## src/rtl/mem_arbiter.sv

```systemverilog
// Two-requester (instruction refill / data) arbiter in front of a single memory port.
// Optional build macro MEMARB_TIMEOUT_EN adds a per-transaction timeout with abort pulses.
module mem_arbiter #(
  parameter int N       = 64,
  parameter int TIMEOUT = 16
) (
  input  logic         clk,
  input  logic         reset,
  input  logic         ireq,
  input  logic [31:0]  iadr,
  output logic [31:0]  irdata,
  output logic         ival,
  output logic         iabort,
  input  logic         dreq,
  input  logic [N-1:0] dadr,
  input  logic [N-1:0] dwdata,
  input  logic [1:0]   dwrite,
  output logic [N-1:0] drdata,
  output logic         dval,
  output logic         dabort,
  output logic         mreq,
  output logic [N-1:0] madr,
  output logic [N-1:0] mwdata,
  output logic [1:0]   mwrite,
  input  logic [N-1:0] mrdata,
  input  logic         mval,
  output logic [1:0]   grant
);

  // State encoding doubles as the grant code, so grant is simply the state register.
  typedef enum logic [1:0] {
    IDLE   = 2'b00,
    BUSY_I = 2'b01,
    BUSY_D = 2'b10
  } state_t;

  state_t state;
  logic   last_d;  // 1 when the data side owned the most recent transaction

  assign grant = state;

`ifdef MEMARB_TIMEOUT_EN
  localparam int CW = (TIMEOUT > 1) ? $clog2(TIMEOUT) : 1;
  logic [CW-1:0] cnt;
`else
  assign iabort = 1'b0;
  assign dabort = 1'b0;
`endif

  // NOTE: all state below is written with non-blocking assignments so every
  // register samples the pre-edge values of the others, regardless of order.
  always_ff @(posedge clk or negedge reset) begin
    if (!reset) begin
      // NOTE: the data/address registers are reset too, because every output
      // of this block must read 0 while reset is held.
      state  <= IDLE;
      last_d <= 1'b0;
      mreq   <= 1'b0;
      madr   <= '0;
      mwdata <= '0;
      mwrite <= 2'b00;
      irdata <= '0;
      drdata <= '0;
      ival   <= 1'b0;
      dval   <= 1'b0;
`ifdef MEMARB_TIMEOUT_EN
      iabort <= 1'b0;
      dabort <= 1'b0;
      cnt    <= '0;
`endif
    end else begin
      ival <= 1'b0;
      dval <= 1'b0;
`ifdef MEMARB_TIMEOUT_EN
      iabort <= 1'b0;
      dabort <= 1'b0;
`endif
      case (state)
        IDLE: begin
          // On a tie the side that did not win last time gets the port.
          if (dreq && (!ireq || !last_d)) begin
            state  <= BUSY_D;
            mreq   <= 1'b1;
            madr   <= dadr;
            mwdata <= dwdata;
            mwrite <= dwrite;
`ifdef MEMARB_TIMEOUT_EN
            cnt    <= '0;
`endif
          end else if (ireq) begin
            state  <= BUSY_I;
            mreq   <= 1'b1;
            madr   <= N'(iadr);
            mwdata <= '0;
            mwrite <= 2'b00;
`ifdef MEMARB_TIMEOUT_EN
            cnt    <= '0;
`endif
          end
        end

        BUSY_I, BUSY_D: begin
          // Completion takes priority over a timeout landing on the same edge.
          if (mval) begin
            state  <= IDLE;
            mreq   <= 1'b0;
            last_d <= (state == BUSY_D);
            if (state == BUSY_D) begin
              drdata <= mrdata;
              dval   <= 1'b1;
            end else begin
              irdata <= mrdata[31:0];
              ival   <= 1'b1;
            end
          end
`ifdef MEMARB_TIMEOUT_EN
          else if (cnt == CW'(TIMEOUT - 1)) begin
            state  <= IDLE;
            mreq   <= 1'b0;
            last_d <= (state == BUSY_D);
            if (state == BUSY_D) dabort <= 1'b1;
            else                 iabort <= 1'b1;
          end else begin
            cnt <= cnt + CW'(1);
          end
`endif
        end

        default: begin
          state <= IDLE;
          mreq  <= 1'b0;
        end
      endcase
    end
  end

endmodule

```

## config.mk

```make
export PLATFORM = sky130hd
export DESIGN_NAME = mem_arbiter
export DESIGN_NICKNAME = d
export VERILOG_FILES = /design/src/rtl/mem_arbiter.sv
export SDC_FILE = /design/constraint.sdc
export NUM_CORES = 1
export LEC_CHECK = 0
export ABC_AREA = 1
export ABC_CLOCK_PERIOD_IN_PS = 1550
export CORE_AREA = 2 2 179 181
export DETAILED_ROUTE_END_ITERATION = 10
export DIE_AREA = 0 0 181 183
export HOLD_SLACK_MARGIN = 0.05
export PLACE_DENSITY = 0.72
export SLEW_MARGIN = 10
export SYNTH_ARGS = -nofsm -noshare
export SYNTH_HDL_FRONTEND = slang
export SYNTH_SLANG_ARGS = --single-unit
export TNS_END_PERCENT = 10
```

## constraint.sdc

```tcl
create_clock -name clk -period 1.55 [get_ports clk]
set_input_delay 0.2325 -clock clk [delete_from_list [all_inputs] [get_ports clk]]
set_output_delay 0.2325 -clock clk [all_outputs]
set_load 0.01 [all_outputs]
```

After elaboration in Yosys (flattened, before gate mapping)
Cells that the tools add are included.
{"block": "classes", "mux": 20, "n_eq_ne": 4, "n_reduce_logical": 12, "n_bitwise": 1}
{"operator": "2-to-1 mux 64 bit", "count": 4}
{"operator": "2-to-1 mux 2 bit", "count": 5}
{"operator": "2-to-1 mux 1 bit", "count": 9}
{"operator": "AND reduction 2 bit", "count": 3}
{"operator": "AND reduction 3 bit", "count": 2}
{"operator": "one-hot mux 2 bit (2 select lines)", "count": 1}
{"operator": "inequality test 3 bit (second input constant)", "count": 1}
{"operator": "== test 2 x 1 -> 1 bit (second input constant)", "count": 1}
{"operator": "== test 2 bit (second input constant)", "count": 1}
{"operator": "logical NOT 1 bit", "count": 2}
{"operator": "logical NOT 2 bit", "count": 1}
{"operator": "inequality test 2 bit (second input constant)", "count": 1}
{"operator": "one-hot mux 1 bit (2 select lines)", "count": 1}
{"operator": "nonzero test 2 bit", "count": 1}
{"operator": "OR reduction 2 bit", "count": 1}
{"operator": "logical AND 1 bit", "count": 1}
{"operator": "logical OR 1 bit", "count": 1}
{"operator": "inverter 1 bit", "count": 1}
{"block": "totals", "wordCells": 47, "regBits": 232, "output_inout_bits": 233, "in_bits": 231}

Longest topological paths before layout
Gate-level depths: netlist of run 1.
{"block": "logic_depth", "word_depth": 5, "depth_mapped": 8, "ltp_nobuf": 6}

Least setup slack after synthesis of run 1
Ideal clock, no wire load.
{"block": "synth_timing", "kind": "reg-to-reg", "start": "reg state[0], in the netlist grant[0]", "end": "reg irdata[24]", "t_arrival_ns": 1.452, "synth_period_minus_slack_ns": 1.529, "path_stages_with_launch": 9, "n_path_buf": 2, "setup_ns": 0.077, "setup_slack_ns": 0.021, "path_cell_list": "dfrtp_1 inv_1 ha_1 nand2_1 nor2_1 buf_2 buf_2 nor2_1 a21oi_1"}
{"block": "synth_via", "elab_chain_len": 3, "elab_cells_between_ends": 5}
{"item": "from (decl)", "line": "37", "rtl": "state_t state;"}
{"item": "from (signal assigned)", "line": "56", "rtl": "state <= IDLE;"}
{"item": "from (signal assigned)", "line": "82", "rtl": "state <= BUSY_D;"}
{"item": "from (signal assigned)", "line": "91", "rtl": "state <= BUSY_I;"}
{"item": "== test 2 bit / == test 2 x 1 -> 1 bit (equally long branches)", "line": "78, 108"}
{"item": "OR reduction 2 bit / inverter 1 bit (equally long branches)"}
{"item": "AND reduction 3 bit (no source line) *"}
{"item": "to (signal assigned)", "line": "112", "rtl": "irdata <= mrdata[31:0];"}
{"item": "to (decl)", "line": "11", "rtl": "output logic [31:0] irdata,"}
Mark *: on every way between the ends. The rest lies on a longest branch, timed or not.
A chain may end at the register's enable or synchronous reset.

Final worst setup path of run 1
{"block": "layout_timing", "start": "reg irdata[28]", "end": "out irdata[28]"}
No word-level cell between the ends.

==> impl_results.md, run 1 <==
* FMAX at 669 MHz
* GRT Total Usage at 0.182
* Clock Tree Buf Depth at 3
* Top Ports at 464
* RSZ-0062 raised after global routing: no
* H-tree levels at 1
* Slowest stage cell, crit path: dfrtp_1
* Fin crit period at roughly 1500 ps
* Layout cells sized above 1 at 0.0708
* VDD IR max at 1.08 mV
* CTS clk-pin slew, worst paths at 60 ps
* Max Cap Viol at 0
* Worst min path class: primary input to async pin
* Synth unique cells at 18
* Fin nets at around 1,800
* Fillers at 2,961
* Leak at 8.22 nW
* Status: finished, final reports clean
* Via count at 8,718
* Yosys top cell by area: dfrtp_1
* Crit path max-delay family: flip-flops
* Int Pwr at 0.0188 W
* Area grow syn2layout at 67.6%
* Yosys top cell area share at 0.632
* Core footprint at 0.0312 mm²
* Initial core utilization at 0.294
* Die height at 183 µm
* Most frequent cell after synthesis: nand2_1
* Clk_lat worst skew at between 500 and 600 ps
* Sequential fraction of the synthesis area at 0.632
* Synthesized area at approximately 0.009 mm²
* DP HPWL at between 20,000 and 25,000 µm
* DRC at 0
* Switching power at 0.0108 W
* Pre-CTS WS at -164 ps
* Clock Power Share at 0.227
* # port buffers at 461
* Synth warn at 0
* Final antenna-violating net count at 0
* Initial antenna violation count at 0
* Clk root buf: clkbuf_16
* CTS sink cnt at 232
* R2R Setup Slk at about 80 ps
* Worst Path Required at 1320 ps
* Final setup viols at 0
* DR WL/cell at 16.2 µm
* Drt first pass iters at 5
* Most used DFF post-synth: dfrtp_1
* Drt first-iter violations at 525
* Synth area leaders: dfrtp_1, nand2_1, a21oi_1, nand3_1, o21ai_0
* Critical path capture point type: output pin
* Vias in the first global route at 8,905
* Power share of the combinational group at 0.421
* Global-route wire length before repair at 48,100 µm
* Crit path kind: flip-flop to output pin
* Final WS setup at between 50 and 60 ps
* Final WL at 32,000 µm
* Reg power frac at 0.352
* CTS tree: built
* Ys async rst share at 1.00
* Die width at 181 µm
* CTS Buf Count at 26
* Final Skew at approximately 12 ps
* Die ar. at 0.0331 mm²
* Power per Cell Area at between 1500 and 2000 mW/mm²
* Largest stage delay, worst path at 430 ps
* Worst path arrival time at 1260 ps
* Hold_ws at 201 ps
* Max Slew Vio Count at 0
* Gpl congestion at 0.859
* Post-route clock period utilization at 0.965
* Synth cell count leaders: nand2_1, dfrtp_1, inv_1
* Largest net degree at the start of global routing at 62
* Sw frac at 0.365
* Seq cells post-synth at around 230
* Num rows at 65
* Hold Fails Final Rpt at 0
* Largest fanout on the critical path at 2
* Via density per instance at 4.43
* Cells along the critical path: dlygate4sd2_1
* Buf/Inv on CP at 1
* # diodes at 0
* Post-synth EDFFs at 0
* Crit path launch type: flip-flop
* Grt total ovfl at 0
* Cells after Synth at between 1,000 and 1,500
* Avg Inst Size Synth at 8.62 µm²
* Post-route setup TNS at 0 ps
## area by class of cell
type | count | area (µm²) | area share
timing repair buffer | 514 | 5020 | 0.327
tap | 402 | 503 | 0.0327
clock inverter | 11 | 186 | 0.0121
sequential | 232 | 5810 | 0.377
multi-input combinational | 737 | 2980 | 0.193
inverter | 38 | 143 | 0.00927
clock buffer | 35 | 746 | 0.0485
## repair_timing
item | CTS | global route
hold buffers | 1 | 0
pin swaps | 1 | 3
endpoints found under the setup margin | 250 | 95
setup buffers | 1 | 5
hold endpoints to repair | 232 | 0
gates resized for setup | 238 | 13
gates cloned | 0 | 6
## final timing paths
| check | from | to | cells after the start |
|---|---|---|---|
| worst max register to register | grant[1]$_DFFE_PN0P_ | madr[54]$_DFFE_PN0P_ | 8 |
| min in group clk | mrdata[60] | drdata[60]$_DFFE_PN0P_ | 3 |
| max in group asynchronous | reset | drdata[49]$_DFFE_PN0P_ | 3 |
| worst min-delay path | reset | mwdata[32]$_DFFE_PN0P_ | 2 |
| worst min register to register | madr[41]$_DFFE_PN0P_ | madr[41]$_DFFE_PN0P_ | 2 |
| worst max-delay path | irdata[28]$_DFFE_PN0P_ | irdata[28] | 1 |
## power by group through the flow
stage	Clock, W	Combinational [W]	Sequential (W)
floorplan	0	0.00404	0.0118
finish	0.00671	0.0124	0.0104
detailed placement	0	0.0139	0.0106
CTS	0.00688	0.0120	0.0104
global placement	0	0.0137	0.0105
global route	0.00713	0.0136	0.0108
## flip-flops by register name, indices dropped and copies added, names as in the netlist
register  flops
drdata       64
dval          1
grant         2
irdata       32
ival          1
last_d        1
madr         64
mreq          1
mwdata       64
mwrite        2
## logic make-up after synthesis
family | after synthesis | share of synthesized area
and+or+nand+nor | 667 | 0.279
adders and majority gates | 2 | 0.00273
other | 1 | 0.000409
AOI/OAI and AO/OA | 66 | 0.0364
buffers and inverters | 97 | 0.0485
DFF | 232 | 0.632
## stage by stage
stage	instances	cell area, µm²	total power, W	utilization
global route	1969	15400	0.0315	0.493
floorplan	1066	9180	0.0159	-
global placement	1911	14500	0.0242	0.464
CTS	1959	15100	0.0293	0.485
detailed placement	1911	14500	0.0245	0.464
finish	1969	15400	0.0295	0.493
## placed cells by master (no fill, tap or decap), types with 2 or more instances in the layout
master,Yosys,final
o21ai_0,32,32
bufinv_16,0,5
clkbuf_1,18,4
a21oi_1,33,32
clkinv_2,0,4
nand2_1,596,593
inv_2,0,3
inv_1,38,35
dlygate4sd2_1,0,229
conb_1,1,2
nand2_4,1,3
buf_12,0,14
clkbuf_8,0,4
clkdlybuf4s50_1,0,229
a21oi_2,1,2
clkbuf_16,0,32
buf_4,15,29
nor2_1,34,33
buf_6,0,4
nor2_4,1,2
dfrtp_1,232,232
nand2_2,1,2
nand3_1,33,33
## layer usage
layer,part of all wire,track usage,wire length [µm]
met4,0.025,0.0546,810
met5,0,0,0
met1,0.40,0.212,12800
met3,0.071,0.0459,2280
met2,0.50,0.329,16100
Note: power is estimated with default switching activity, not from simulation.
==> run 2, diff against run 1 <==
--- a/config.mk
+++ b/config.mk
@@ -10,7 +10,7 @@
 export CORE_AREA = 2 2 179 181
 export DETAILED_ROUTE_END_ITERATION = 10
 export DIE_AREA = 0 0 181 183
-export HOLD_SLACK_MARGIN = 0.05
+export HOLD_SLACK_MARGIN = 0.06
 export PLACE_DENSITY = 0.72
 export SLEW_MARGIN = 10
 export SYNTH_ARGS = -nofsm -noshare
==> results of run 2 <==
Same layout as run 1: the final DEF is identical, and so are final timing and power.
==> run 3, diff against run 2 <==
--- a/config.mk
+++ b/config.mk
@@ -11,7 +11,7 @@
 export DETAILED_ROUTE_END_ITERATION = 10
 export DIE_AREA = 0 0 181 183
 export HOLD_SLACK_MARGIN = 0.06
-export PLACE_DENSITY = 0.72
+export PLACE_DENSITY = 0.62
 export SLEW_MARGIN = 10
 export SYNTH_ARGS = -nofsm -noshare
 export SYNTH_HDL_FRONTEND = slang
==> impl_results.md, run 3 (synthesis results as in run 1) <==
* # port buffers at 461 (unchanged)
* Via count at 8,545 (-2.0%)
* Max Cap Viol at 0 (unchanged)
* Initial antenna violation count at 1 (+1)
* Largest net degree at the start of global routing at 64 (+3.2%)
* Crit path launch type: flip-flop
* Switching power at 0.0107 W (-0.87%)
* Final WS setup at 64.8 ps (+10.3 ps)
* Clk_lat worst skew at 540 ps (about the same)
* Hold Fails Final Rpt at 0 (unchanged)
* Reg power frac at 0.359 (+0.007)
* Regs by FF count: drdata: 64 flops, madr: 64 flops, mwdata: 64 flops
* Pre-CTS WS at -153 ps (+11.0 ps)
* Layout cells sized above 1 at 0.0707 (-0.0000903)
* Post-route clock period utilization at 0.958 (-0.00667)
* Sw frac at 0.368 (+0.00354)
* Final Skew at 29.7 ps (+17.3 ps)
* Via density per instance at 4.34 (-2.1%)
* Crit path kind: flip-flop to output pin
* CTS tree: built
* Commonest non-fill, non-tap cells in the layout: nand2_1, dfrtp_1, clkdlybuf4s50_1, dlygate4sd2_1, inv_1
* Final antenna-violating net count at 0 (unchanged)
* Area grow syn2layout at 66.4%
* Initial core utilization at 0.294 (unchanged)
* Global-route wire length before repair at 48,300 µm (+0.37%)
* Max Slew Vio Count at 0 (unchanged)
* Worst r2r src: grant[1]$_DFFE_PN0P_
* DP Cell Count at 1,914 (+0.16%)
* CTS sink cnt at 232 (unchanged)
* R2R cell count at 7 (-1)
* CTS Buf Count at 26 (unchanged)
* CP startpoint: madr[6]$_DFFE_PN0P_
* Gpl congestion at 0.822 (-4.2%)
* Largest stage delay, worst path at 420 ps (about the same)
* Cells along the critical path: dlygate4sd2_1
* DP HPWL at 23,200 µm (+0.46%)
* Post-Layout Cell Count at 1,971 (+0.10%)
* Final core occ at 0.489 (-0.00337)
* Drt first-iter violations at 382 (-27%)
* Largest fanout on the critical path at 2 (unchanged)
* Die ar. at 0.0331 mm² (unchanged)
* Leak at 8.19 nW (-0.42%)
* Buf/Inv on CP at 1 (unchanged)
* Commonest non-fill, non-tap cell in the layout: nand2_1
* CTS clk-pin slew, worst paths at 60 ps (about the same)
* Clock Tree Buf Depth at 3 (unchanged)
* # diodes at 0 (unchanged)
* Clk root buf: clkbuf_16
* Slowest stage cell, crit path: dfrtp_1
* Status: finished, final reports clean
* H-tree levels at 1 (unchanged)
* Critical path capture point type: output pin
* Worst Path Required at 1320 ps (about the same)
* Worst path arrival time at 1250 ps (about the same)
* Final setup viols at 0 (unchanged)
* Power per Cell Area at 1900 mW/mm² (-1.2%)
* Power share of the combinational group at 0.422 (about the same)
* Core footprint at 0.0312 mm² (unchanged)
* VDD IR max at 0.910 mV (-16%)
* DRC at 0 (unchanged)
* Clock Power Share at 0.219 (-0.008)
* Num rows at 65 (unchanged)
* Fin crit period at 1490 ps (-10.3 ps)
* Die height at 183 µm (unchanged)
* GRT Total Usage at 0.182 (+0.000787)
* RSZ-0062 raised after global routing: yes
* Top Ports at 464 (unchanged)
* FMAX at 673 MHz (+0.70%)
* Drt first pass iters at 6 (+1)
* Fin nets at 1,782 (unchanged)
* DR WL/cell at 16.1 µm (-1.1%)
* Crit path max-delay family: flip-flops
* Worst min path class: primary input to async pin
* Grt total ovfl at 0 (unchanged)
* Final WL at 31,700 µm (-0.97%)
* Number of stages on the worst setup path at 1 (unchanged)
* Int Pwr at 0.0183 W (-2.4%)
* Die width at 181 µm (unchanged)
* Vias in the first global route at 8,674 (-2.6%)
[run 3: changes by cell type in the layout (fill, tap and decap cells not counted), sizes merged]
cell | before | now
clkinv | 5 | 8
bufinv | 5 | 3
buf | 50 | 51
clkbuf | 40 | 39
clkinvlp | 1 | 2
[run 3: metrics by stage]
| step | hold slack (ps) | setup TNS [ps] | cell area, µm² | power (W) |
|---|---|---|---|---|
| global route | 201 | -40.0 | 15300 | 0.0311 |
| detailed placement | 116 | -14960 | 14500 | 0.0246 |
| floorplan | -63.1 | 0 | 9180 | 0.0159 |
| global placement | 117 | -9420 | 14500 | 0.0243 |
| CTS | 128 | 0 | 15100 | 0.0290 |
| finish | 181 | 0 | 15300 | 0.0290 |
[run 3: per-layer routing]
layer  GRT usage  vias up  part of all wire
met1       0.220     3970              0.41
met2       0.323      308              0.49
met3      0.0429       58             0.071
met4      0.0592        2             0.028
met5           0        -           0.00041
li1            -     4207                 -
[run 3: worst paths after layout]
check,to,slack (ps)
max reg2reg,irdata[30]$_DFFE_PN0P_,70
min,drdata[25]$_DFFE_PN0P_,180
min reg2reg,mwdata[44]$_DFFE_PN0P_,460
min in group clk,drdata[56]$_DFFE_PN0P_,230
max in group asynchronous,irdata[21]$_DFFE_PN0P_,710
max,madr[6],60
[run 3: layout make-up]
| cell class | instances | area [µm²] |
|---|---|---|
| inverter | 38 | 143 |
| sequential | 232 | 5810 |
| timing repair buffer | 514 | 4960 |
| fill | 3033 | 16000 |
| tap | 402 | 503 |
| clock inverter | 13 | 156 |
| clock buffer | 35 | 734 |
| multi-input combinational | 737 | 2970 |
[run 3: power by group through the flow]
stage,Clock (W),Sequential [W],Combinational [W]
2_1_floorplan,0,0.0118,0.00404
4_1_cts,0.00652,0.0104,0.0120
6_report,0.00634,0.0104,0.0122
3_5_place_dp,0,0.0106,0.0140
3_3_place_gp,0,0.0105,0.0138
5_1_grt,0.00679,0.0108,0.0135
[run 3: what timing repair did]
action	4_1_cts	5_1_grt
gates cloned	0	5
hold buffers	1	0
endpoints found under the setup margin	240	98
resized for setup	233	12
buffers inserted	0	3
pin swaps	1	1
hold endpoints to repair	232	0
